--- src/rtl/press_event_queue.sv ---
// press_event_queue
//   Edge-detects NUM_BUTTONS debounced press lines, collects rising edges into
//   per-button pending bits, and moves the lowest-index pending press into a
//   first-word-fall-through FIFO each cycle. The FIFO is drained over
//   eventValid/eventReady. A write into a full FIFO that is not popped in the
//   same cycle is dropped and sets the sticky overflow flag.
//   Optional feature macro: PEQ_TIMESTAMP_EN. When it is defined, a free-running
//   counter stamps each press and the stamp is shown on eventTime. When it is
//   not defined, eventTime is tied to 0.
//   The press lines come from a slow clock derived from 'clock', so they are
//   sampled directly without a synchronizer.
module press_event_queue #(
  parameter int NUM_BUTTONS = 4,
  parameter int DEPTH       = 8,
  parameter int TS_WIDTH    = 16
) (
  input  logic                           clock,
  input  logic                           reset,
  input  logic [NUM_BUTTONS-1:0]         press,
  input  logic                           eventReady,
  output logic                           eventValid,
  output logic [$clog2(NUM_BUTTONS)-1:0] eventId,
  output logic [TS_WIDTH-1:0]            eventTime,
  output logic [$clog2(DEPTH):0]         eventCount,
  output logic                           overflow,
  input  logic                           clearOverflow
);

  localparam int IW = $clog2(NUM_BUTTONS);
  localparam int PW = $clog2(DEPTH);
  localparam int CW = PW + 1;

  logic [NUM_BUTTONS-1:0] r_press_prev;
  logic [NUM_BUTTONS-1:0] r_pending;
  logic [NUM_BUTTONS-1:0] w_rise;
  logic [NUM_BUTTONS-1:0] w_sel;
  logic [IW-1:0]          w_sel_id;

  logic [IW-1:0]          r_mem_id [DEPTH];
  logic [PW-1:0]          r_wr_ptr;
  logic [PW-1:0]          r_rd_ptr;
  logic [CW-1:0]          r_count;
  logic                   r_overflow;

  logic                   w_wr_req;
  logic                   w_full;
  logic                   w_pop;
  logic                   w_write;
  logic                   w_drop;

  assign w_rise   = press & ~r_press_prev;
  assign w_wr_req = |r_pending;
  assign w_full   = (r_count == CW'(DEPTH));
  assign w_pop    = (r_count != '0) & eventReady;
  // A full FIFO still accepts a write when the head leaves in the same cycle.
  assign w_write  = w_wr_req & (~w_full | w_pop);
  assign w_drop   = w_wr_req & w_full & ~w_pop;

  // Pick the lowest-index pending button as this cycle's FIFO write.
  always_comb begin
    w_sel    = '0;
    w_sel_id = '0;
    for (int i = NUM_BUTTONS - 1; i >= 0; i--) begin
      if (r_pending[i]) begin
        w_sel    = '0;
        w_sel[i] = 1'b1;
        w_sel_id = IW'(i);
      end
    end
  end

  // Edge history and pending bits. History resets high so a press held
  // through reset release is not treated as a new press.
  always_ff @(posedge clock or posedge reset) begin
    if (reset) begin
      r_press_prev <= '1;
      r_pending    <= '0;
    end else begin
      r_press_prev <= press;
      r_pending    <= (r_pending & ~w_sel) | w_rise;
    end
  end

  // FIFO storage. The contents need no reset because the outputs are masked
  // while the FIFO is empty.
  always_ff @(posedge clock) begin
    if (w_write) begin
      r_mem_id[r_wr_ptr] <= w_sel_id;
    end
  end

  // Pointers wrap naturally because DEPTH is a power of two. The occupancy
  // counter is kept separately from the pointers.
  always_ff @(posedge clock or posedge reset) begin
    if (reset) begin
      r_wr_ptr <= '0;
      r_rd_ptr <= '0;
      r_count  <= '0;
    end else begin
      if (w_write) r_wr_ptr <= r_wr_ptr + PW'(1);
      if (w_pop)   r_rd_ptr <= r_rd_ptr + PW'(1);
      case ({w_write, w_pop})
        2'b10:   r_count <= r_count + CW'(1);
        2'b01:   r_count <= r_count - CW'(1);
        default: r_count <= r_count;
      endcase
    end
  end

  // Sticky overflow. When a drop and a clear happen in the same cycle, the
  // drop wins.
  always_ff @(posedge clock or posedge reset) begin
    if (reset) begin
      r_overflow <= 1'b0;
    end else if (w_drop) begin
      r_overflow <= 1'b1;
    end else if (clearOverflow) begin
      r_overflow <= 1'b0;
    end
  end

  assign eventValid = (r_count != '0);
  assign eventId    = eventValid ? r_mem_id[r_rd_ptr] : '0;
  assign eventCount = r_count;
  assign overflow   = r_overflow;

`ifdef PEQ_TIMESTAMP_EN
  logic [TS_WIDTH-1:0] r_ts;
  logic [TS_WIDTH-1:0] r_pend_ts [NUM_BUTTONS];
  logic [TS_WIDTH-1:0] r_mem_ts  [DEPTH];
  logic [TS_WIDTH-1:0] w_sel_ts;

  // Free-running stamp counter that wraps to zero.
  always_ff @(posedge clock or posedge reset) begin
    if (reset) r_ts <= '0;
    else       r_ts <= r_ts + TS_WIDTH'(1);
  end

  // Latch the stamp only when the pending bit is newly set. A rise that
  // merges into an existing press keeps the original stamp.
  for (genvar gi = 0; gi < NUM_BUTTONS; gi++) begin : g_pend_ts
    always_ff @(posedge clock or posedge reset) begin
      if (reset) begin
        r_pend_ts[gi] <= '0;
      end else if (w_rise[gi] & ~(r_pending[gi] & ~w_sel[gi])) begin
        r_pend_ts[gi] <= r_ts;
      end
    end
  end

  // Route the selected button's stamp to the FIFO write port. w_sel is one-hot.
  always_comb begin
    w_sel_ts = '0;
    for (int i = 0; i < NUM_BUTTONS; i++) begin
      if (w_sel[i]) w_sel_ts = r_pend_ts[i];
    end
  end

  // Timestamp storage alongside the index.
  always_ff @(posedge clock) begin
    if (w_write) begin
      r_mem_ts[r_wr_ptr] <= w_sel_ts;
    end
  end

  assign eventTime = eventValid ? r_mem_ts[r_rd_ptr] : '0;
`else
  assign eventTime = '0;
`endif

endmodule
--- config.mk ---
export PLATFORM = sky130hd
export DESIGN_NAME = press_event_queue
export DESIGN_NICKNAME = d
export VERILOG_FILES = /design/src/rtl/press_event_queue.sv
export SDC_FILE = /design/constraint.sdc
export NUM_CORES = 1
export LEC_CHECK = 0
export CAP_MARGIN = 20
export CORE_MARGIN = 1.5
export CORE_UTILIZATION = 40
export CTS_BUF_LIST = sky130_fd_sc_hd__clkbuf_8
export CTS_CLUSTER_DIAMETER = 100
export DETAILED_ROUTE_END_ITERATION = 7
export PLACE_DENSITY = 0.66
export SLEW_MARGIN = 10
export SYNTH_ARGS = -nofsm -noshare
export SYNTH_HDL_FRONTEND = slang
export SYNTH_SLANG_ARGS = --single-unit
--- constraint.sdc ---
create_clock -name clock -period 1.9 [get_ports clock]
set_input_delay 0.38 -clock clock [delete_from_list [all_inputs] [get_ports clock]]
set_output_delay 0.38 -clock clock [all_outputs]
set_load 0.02 [all_outputs]
==> flow_metrics.tcl, run 1 <==
set metrics [dict create \
    outcome "complete, but fails checks" \
    violations "negative setup slack" \
    max_stage_delay_ps 530 \
    placedCellCount 223 \
    cts_made_buffers 5 \
    fp.dieH_um 69.6 \
    synth-seq-cells 35 \
    root_buffer "clkbuf_8" \
    grt_use_total 0.145 \
    die-area_mm2 0.00484 \
    cp_max_fo 5 \
    place_congestion 0.916 \
    cts_tree "yes" \
    synth_edf_count 16 \
    hold_viol 0 \
    final.min_clock_period_ps 1990 \
    final_util 0.512 \
    drtIter0Drc 74 \
    fin_skew_ps 3.76 \
    leakage_nw 0.897 \
    drc 0 \
    grt_pass1_vias 1157 \
    cts_hold_buf 0 \
    critPathKind "flip-flop to primary output" \
    hold_class "input port to async pin" \
    finalWorstSetupSlack_ps -87.3 \
    worst_slew_pin_slew_ps 547 \
    coreArea_mm2 0.00429 \
    cts_max_path_buffers 2 \
    cts.sinks 35 \
    avgSynthCellArea_um2 12.4 \
    register_area_um2 966 \
    antenna_found_initial 0 \
    drive_gt1_frac 0.322 \
    clkTransAtPathRegs_ps 70 \
    nFillCells 379 \
    clock_latency_ps 280 \
    critPathRequiredTime_ps 1520 \
    nNetsFinal 193 \
    max-cap-violations 0 \
    synth_warnings 0 \
    final.setup.tns_ps -220 \
    syn_area_mm2 0.00177 \
    ctsHtreeMaxLevel 2 \
    fmax_mhz 503 \
    dp_hpwl_mm 2.43 \
    synthFlopType "edfxtp_1" \
    detail-route-antenna-nets 0 \
    crit_chain "mux4_2 > mux2i_1 > nor2_1 > buf_2" \
    power.total_mw 3.21 \
    port_buffers 15 \
    critPathArrivalTime_ps 1610 \
    drt-total-wl_mm 3.40 \
    critPathBufInv 1 \
    dieWidth_um 69.6 \
    setup_viol 3 \
    grt_max_degree 20 \
    yosysSeqAreaShare 0.542 \
    synth_async_sr_flop_share 0.543 \
    first_pass_iters 4 \
    yosysUniqueCellTypes 41 \
    layoutNonFillerInstCount 235 \
    initial_core_util 0.413 \
    slew_headroom 0.632 \
    rsz0062_at_grt "true" \
    grt.overflow.total 0 \
    multiInputGateArea_um2 726 \
    area_growth_pct 24.2 \
    critPathCaptureType "primary output" \
    slew_viol_final 0 \
    power.density_mw_per_mm2 1460 \
    n_antenna_cell 0 \
    start_kind "flip-flop" \
    rows 24 \
    cpMaxStageDelayCell "mux4_2" \
    timing.final.crit_share 1.05 \
    num_vias 1179 \
    wl_per_cell_um 14.5 \
    grt_pass1_wl_mm 5.36 \
    max-vdd-ir-drop_uv 641 \
    netlist_instances 143 \
    io_pins 32 \
    crit_family "multiplexers" \
    avgViaCountPerCell 5.02 \
]
worst min-delay path: stages:
cell	delay, ps
clkdlybuf4s50_1	390
inv_1	50
buf_4	250
report_power, final:
group          internal, mW  total, mW  switching, mW
Clock                 0.250      0.508          0.257
Combinational         0.715       1.47          0.754
Sequential             1.04       1.24          0.200
final timing paths:
kind,cells after the start,startpoint,end,slack (ps)
setup / recovery,4,r_rd_ptr[0]$_DFFE_PP0P_,eventId[1],-90
hold / removal,3,reset,overflow$_DFFE_PP0P_,410
setup reg to reg,8,eventCount[2]$_DFFE_PP0P_,eventCount[2]$_DFFE_PP0P_,-80
hold reg to reg,1,r_press_prev[0]$_DFF_PP1_,r_pending[0]$_DFF_PP0_,510
max in group asynchronous,3,reset,r_press_prev[0]$_DFF_PP1_,1220
min in group clock,1,r_press_prev[0]$_DFF_PP1_,r_pending[0]$_DFF_PP0_,510
cell families (layout without fill, tap and decap cells):
family	after synthesis	in the layout	synth area share
and+or+nand+nor	40	40	0.124
DFF	35	35	0.542
buffers and inverters	31	56	0.110
AOI/OAI and AO/OA	20	20	0.102
muxes	7	7	0.0685
xor gates and xnor gates	6	6	0.0297
adders and majority gates	3	3	0.0212
other	1	16	0.00212
metal layers:
layer	up-vias	wire [um]	track usage
li1	561	-	-
met1	562	1390	0.181
met2	41	1720	0.229
met3	15	159	0.0422
met4	0	131	0.0741
met5	-	0	0
flip-flops by register name, summed over array words and instances (netlist names):
signal        count
r_mem_id         16
r_rd_ptr          3
eventCount        4
overflow          1
r_wr_ptr          3
r_pending         4
r_press_prev      4
what timing repair did:
action / 4_1_cts / 5_1_grt
pin swaps: 3 / 9
endpoints found under the setup margin: 4 / 7
resized for setup: 15 / 8
setup buffers: 2 / 3
endpoints found under the hold margin: 0 / 0
cells in the final DEF (no fill, tap or decap), types with 3 or more instances in the layout:
cell type	instances
and3_1	3
inv_1	12
edfxtp_1	16
o211ai_1	3
dfrtp_1	11
clkbuf_8	5
o21ai_0	4
clkdlybuf4s50_1	11
nor3_1	7
nand2_1	7
conb_1	16
buf_4	20
mux4_2	4
dfstp_2	4
xnor2_1	5
nor2_1	8
dfrtp_2	4
cell type report:
type                            count  area share
Clock buffer                        5      0.0313
Clock inverter                      3     0.00739
Inverter                           11      0.0188
Multi-Input combinational cell     92       0.330
Sequential cell                    35       0.439
Tap cell                           52      0.0296
Timing Repair Buffer               37       0.144
through the flow:
stage | hold WS [ps] | setup WS, ps | area, um^2
2_1_floorplan | 328 | -38.5 | 1840
6_report | 412 | -87.3 | 2200
5_1_grt | 433 | -175 | 2200
3_3_place_gp | 471 | -180 | 2040
4_1_cts | 419 | -98.3 | 2140
3_5_place_dp | 499 | -252 | 2040
synth_stat cells, types with 2 or more instances:
master | n | area, um^2
nand3_1 | 2 | 10.0
dfrtp_1 | 15 | 375
xnor2_1 | 6 | 52.6
edfxtp_1 | 16 | 480
nand2b_1 | 3 | 18.8
dfstp_2 | 4 | 105
inv_1 | 11 | 41.3
o211ai_1 | 3 | 22.5
nor2_1 | 10 | 37.5
nand2_1 | 7 | 26.3
a21oi_1 | 2 | 10.0
and3_1 | 3 | 18.8
mux2i_1 | 2 | 20.0
nor3_1 | 7 | 35.0
nor4_1 | 2 | 12.5
mux4_2 | 4 | 90.1
buf_4 | 16 | 120
o21ai_0 | 4 | 20.0
buf_6 | 2 | 22.5
ha_1 | 3 | 37.5
No activity file was read; power rests on OpenSTA's default activity.
==> run 2: changes to the inputs <==
- ABC_AREA: not set -> 1
- HOLD_SLACK_MARGIN: not set -> 0.05
==> run 2 against run 1 <==
Count of clock-buffer cells in the layout did not move. Wire length fell by 20%. The flow now finishes without violations. Flip-flop and latch count did not move. Largest cell class unchanged. Largest power group unchanged. Clock skew rose by 4.8 ps. Register-to-register slack improved by 310 ps.
==> flow_metrics.tcl, run 2 <==
set metrics [dict create \
    outcome "complete, no violations" \
    max-cap-violations 0 \
    synth_fa_ha_area_frac 0.0219 \
    cts_max_path_buffers 2 \
    rows 23 \
    detail-route-antenna-nets 0 \
    wl_per_cell_um 10.6 \
    rsz0062_at_grt "true" \
    use_met1 0.161 \
    dp_hpwl_mm 2.04 \
    final.min_clock_period_ps 1860 \
    yosysSeqAreaShare 0.561 \
    cts_hold_buf 0 \
    yosysUniqueCellTypes 27 \
    drive_gt1_frac 0.214 \
    power.total_mw 3.36 \
    clock_latency_ps 290 \
    netlist_instances 175 \
    largest_reg_flops 16 \
    first_pass_iters 4 \
    nNetsFinal 216 \
    drt-total-wl_mm 2.72 \
    start_kind "flip-flop" \
    ys_top_cells_by_area "edfxtp_1 28%, dfrtp_1 22%, buf_4 7.0%" \
    max_stage_delay_ps 450 \
    grt.overflow.total 0 \
    grt_pass1_vias 1046 \
    cpMaxStageDelayCell "dfrtp_2" \
    synthMuxAreaShare 0.00658 \
    mostFrequentLayoutCells "27 x nor2_1, 22 x nand2_1, 19 x inv_1" \
    hold_viol 0 \
    grt_use_total 0.131 \
    leakage_nw 0.938 \
    drtIter0Drc 68 \
    synthFlopType "edfxtp_1" \
    final_common_cell "nor2_1" \
    synth_warnings 0 \
    grt_pass1_wl_mm 4.40 \
    initial_core_util 0.422 \
    busiest_layer "met2" \
    avgViaCountPerCell 4.44 \
    grt_max_degree 20 \
    place_area_mm2 0.00192 \
    fmax_mhz 538 \
    root_buffer "clkbuf_8" \
    placedCellCount 246 \
    critPathRequiredTime_ps 1520 \
    synth_compound_area_frac 0.0658 \
    final_area_mm2 0.00208 \
    timing.final.crit_share 0.978 \
    n_antenna_cell 0 \
    nFillCells 384 \
    post-place-ws_ps -151 \
    num_vias 1137 \
    synth.top_cell.area_share 0.281 \
    synth_edf_count 16 \
    power.density_mw_per_mm2 1620 \
    critPathMostFrequentCell "o21ai_1" \
    place_congestion 0.730 \
    finalWorstSetupSlack_ps 41.9 \
    final_util 0.512 \
    cts_tree "yes" \
    yosysTopAreaCell "edfxtp_1" \
    synth_async_sr_flop_share 0.543 \
    synth_top_family_by_area "simple AND/OR/NAND/NOR gates" \
    crit_family "flip-flops" \
    hold_ws_ps 406 \
    port_buffers 15 \
    antenna_found_initial 0 \
    synth-seq-cells 35 \
    grtUsageMet2 0.213 \
    io_pins 32 \
    critPathCaptureType "primary output" \
    critPathBufInv 2 \
    crit_chain "buf_6 > nor2_4 > nor2_1 > o21ai_1 > o21ai_1 > o21ai_1 > nor2_1 > buf_4" \
    drc 0 \
    regMostFlops "r_mem_id" \
    synth-xor-area-share 0.0256 \
    avgSynthCellArea_um2 9.78 \
    final.setup.tns_ps 0 \
    coreArea_mm2 0.00406 \
    register_area_um2 963 \
    clkTransAtPathRegs_ps 80 \
    critPathArrivalTime_ps 1480 \
    layoutNonFillerInstCount 256 \
    fin_skew_ps 8.54 \
    die-area_mm2 0.00468 \
    cp_max_fo 6 \
    grt_use_met3 0.0345 \
    fp.dieH_um 68.4 \
    area_growth_pct 21.4 \
    dieWidth_um 68.4 \
    reg2reg_setup_slack_ps 230 \
    multiInputGateArea_um2 609 \
    slew_viol_final 0 \
    synthTopCellsByCount "29 x nor2_1, 22 x nand2_1, 19 x inv_1" \
    syn_area_mm2 0.00171 \
    max-vdd-ir-drop_uv 532 \
    hold_class "input port to async pin" \
    cts.sinks 35 \
    synth.most_common_cell "nor2_1" \
    cts_made_buffers 5 \
    critPathKind "flip-flop to primary output" \
    setup_viol 0 \
    synthSimpleGateAreaFrac 0.195 \
    ctsHtreeMaxLevel 2 \
]
[run 2: final cells by class]
type	count	share of cell area
clock buffer	5	0.0331
clock inverter	3	0.0325
inverter	21	0.0379
multi-input combinational	116	0.293
sequential	35	0.464
tap	50	0.0301
timing repair buffer	26	0.110
[run 2: cell families after synthesis]
| family | count (synthesis) |
|---|---|
| and+or+nand+nor | 69 |
| DFF | 35 |
| muxes | 1 |
| other | 1 |
| adders and majority gates | 3 |
| AOI/OAI and AO/OA | 22 |
| buffers and inverters | 39 |
| xor gates and xnor gates | 5 |
[run 2: layer usage]
layer,up-vias,share of wire
met5,-,0
met4,0,0.018
met3,5,0.050
met2,37,0.50
met1,508,0.43
li1,587,-
[run 2: path summary, 6_finish.rpt]
check,start,to,cells after the start
worst min-delay path,reset,r_wr_ptr[0]$_DFFE_PP0P_,3
min in group clock,r_press_prev[0]$_DFF_PP1_,r_pending[0]$_DFF_PP0_,1
worst max-delay path,r_rd_ptr[0]$_DFFE_PP0P_,eventId[0],8
worst max register to register,r_pending[0]$_DFF_PP0_,eventCount[2]$_DFFE_PP0P_,13
worst min register to register,r_press_prev[0]$_DFF_PP1_,r_pending[0]$_DFF_PP0_,1
max in group asynchronous,reset,r_press_prev[0]$_DFF_PP1_,3
[run 2: worst register-to-register path, delay by kind of cell (launching register included)]
family	cells	cell delay [ps]
flip-flops	1	400
XOR/XNOR	1	140
AND/OR/NAND/NOR	7	600
buffers and inverters	4	250
adder cells (fa/ha/maj)	1	180
[run 2: repair_timing]
| item | in CTS | in global routing |
|---|---|---|
| pin swaps | 0 | 5 |
| endpoints found under the setup margin | 3 | 2 |
| buffers inserted | 2 | 0 |
| gates resized for setup | 13 | 12 |
| gates cloned | 0 | 0 |
[run 2: where the power goes]
part	internal (mW)	leakage (nW)	switching (mW)
registers	1.04	0.367	0.151
logic	0.573	0.507	0.801
clock network	0.523	0.0644	0.270
total	2.14	0.938	1.22
==> run 3: changes to the inputs <==
- clock period: 1.9 -> 1.51 ns (I/O delays scaled with it)
==> run 3 against run 2 <==
The flow now finishes with violations (negative setup slack). Worst hold slack got worse by 68 ps. Critical path depth fell by 2. First-iteration DRC count fell by 24%. Flip-flop and latch count did not move. Core utilization rose by 5.7 points. Clock skew rose by 1.2 ps. Wire length rose by 11%. Worst setup slack got worse by 280 ps. Clock power barely moved. Sequential power rose by 28%.
==> flow_metrics.tcl, run 3 (same netlist as run 2, synthesis figures left out) <==
set metrics [dict create \
    outcome "complete, but fails checks" \
    violations "negative setup slack" \
    coreArea_mm2 0.00406 \
    grt_pass1_wl_mm 5.06 \
    area_growth_pct 35.0 \
    wl_per_cell_um 10.9 \
    cts.sinks 35 \
    final.min_clock_period_ps 1750 \
    grt_max_degree 20 \
    initial_core_util 0.422 \
    detail-route-antenna-nets 0 \
    nFillCells 347 \
    place_congestion 0.807 \
    root_buffer "clkbuf_8" \
    largest_reg_flops 16 \
    die-area_mm2 0.00468 \
    fmax_mhz 572 \
    cts_max_path_buffers 2 \
    rows 23 \
    leakage_nw 1.06 \
    grt.overflow.total 0 \
    critPathRequiredTime_ps 1210 \
    max-vdd-ir-drop_uv 714 \
    hold_viol 0 \
    n_antenna_cell 0 \
    clkTransAtPathRegs_ps 70 \
    fin_skew_ps 9.71 \
    dp_hpwl_mm 2.18 \
    dieWidth_um 68.4 \
    cts_hold_buf 0 \
    slew_viol_final 0 \
    finalWorstSetupSlack_ps -239 \
    reg2reg_from "r_pending[3]$_DFF_PP0_" \
    num_vias 1255 \
    swShare 0.385 \
    hold_ws_ps 338 \
    fp.dieH_um 68.4 \
    start_kind "flip-flop" \
    avgViaCountPerCell 4.51 \
    critPathCaptureType "primary output" \
    rsz0062_at_grt "true" \
    hold_class "input port to async pin" \
    post-place-ws_ps -405 \
    critPathArrivalTime_ps 1450 \
    power.total_mw 4.34 \
    io_pins 32 \
    p_clk_frac 0.183 \
    drc 0 \
    clock_latency_ps 280 \
    port_buffers 15 \
    cts_tree "yes" \
    combPwrFrac 0.467 \
    grt_use_total 0.150 \
    pwr-share-seq 0.350 \
    cts_made_buffers 5 \
    drt-total-wl_mm 3.03 \
    grt_pass1_vias 1140 \
    mostFrequentLayoutCells "31 x buf_4, 20 x inv_1, 19 x nor2_1" \
    final_common_cell "buf_4" \
    regMostFlops "r_mem_id" \
    nNetsFinal 238 \
    max-cap-violations 0 \
    drive_gt1_frac 0.368 \
    antenna_found_initial 0 \
    power.density_mw_per_mm2 1880 \
    critPathKind "flip-flop to primary output" \
    cp_max_fo 6 \
    power.switching_mw 1.67 \
    timing.final.crit_share 1.16 \
    final.setup.tns_ps -467 \
    first_pass_iters 4 \
    internal_power_mw 2.67 \
    ctsHtreeMaxLevel 2 \
    critical_path.startpoint "r_rd_ptr[0]$_DFFE_PP0P_" \
    setup_viol 3 \
    drtIter0Drc 52 \
]
==> run 3: cell types whose count changed in the layout (fill, tap and decap cells not counted), moves of 3 or more <==
cell             delta
buf_6               +3
inv_4               +3
dlygate4sd2_1       +3
dfrtp_1             -3
nand2_2             +4
dfrtp_2             +3
nor2_4              +4
nand2_1             -4
nor2_1              -8
nor2_2              +4
clkdlybuf4s50_1     -6
buf_4              +20
==> run 3: worst max-delay path, stage by stage (launching register included) <==
cell	delay, ps
dfrtp_2	460
buf_6	150
o21ai_2	150
o21ai_1	80
o21ai_1	120
nor2_1	60
buf_4	150
==> run 3: through the flow <==
| step | instance area (um^2) | utilization | std cells |
|---|---|---|---|
| floorplan | 1780 | - | 190 |
| global placement | 2050 | 0.506 | 262 |
| detailed placement | 2050 | 0.506 | 262 |
| CTS | 2190 | 0.541 | 274 |
| global route | 2310 | 0.570 | 278 |
| finish | 2310 | 0.570 | 278 |
==> run 3: worst paths after layout <==
check / endpoint / slack [ps] / cells after the start
max: eventId[1] / -240 / 6
min: r_pending[2]$_DFF_PP0_ / 340 / 3
max reg2reg: eventCount[2]$_DFFE_PP0P_ / -40 / 13
min reg2reg: r_pending[0]$_DFF_PP0_ / 490 / 1
max in group asynchronous: r_press_prev[1]$_DFF_PP1_ / 900 / 3
min in group clock: r_press_prev[0]$_DFF_PP1_ / 440 / 1
==> run 3: layout make-up <==
class	count	area, um^2	area share
tap	50	62.6	0.0271
sequential	35	967	0.419
inverter	21	86.3	0.0374
clock buffer	5	68.8	0.0298
multi-input combinational	116	691	0.299
timing repair buffer	48	398	0.172
clock inverter	3	37.5	0.0162
==> run 3: repair_timing <==
item	in CTS	in global routing
setup buffers	4	4
endpoints found under the setup margin	15	22
resized for setup	38	26
pin swaps	9	8
==> run 3: layer usage <==
layer / track usage / part of all wire / vias to the layer above
met1: 0.179 / 0.43 / 574
met2: 0.240 / 0.50 / 43
met3: 0.0510 / 0.047 / 7
met4: 0.0775 / 0.023 / 0
met5: 0 / 0 / -
li1: - / - / 631
==> run 3: power groups by stage <==
stage	Clock, mW	Combinational (mW)	Sequential (mW)
6_report	0.793	2.03	1.52
5_1_grt	0.852	2.26	1.55
4_1_cts	0.809	1.81	1.51
3_5_place_dp	0	1.79	1.52
3_3_place_gp	0	1.75	1.51
2_1_floorplan	0	1.08	1.56
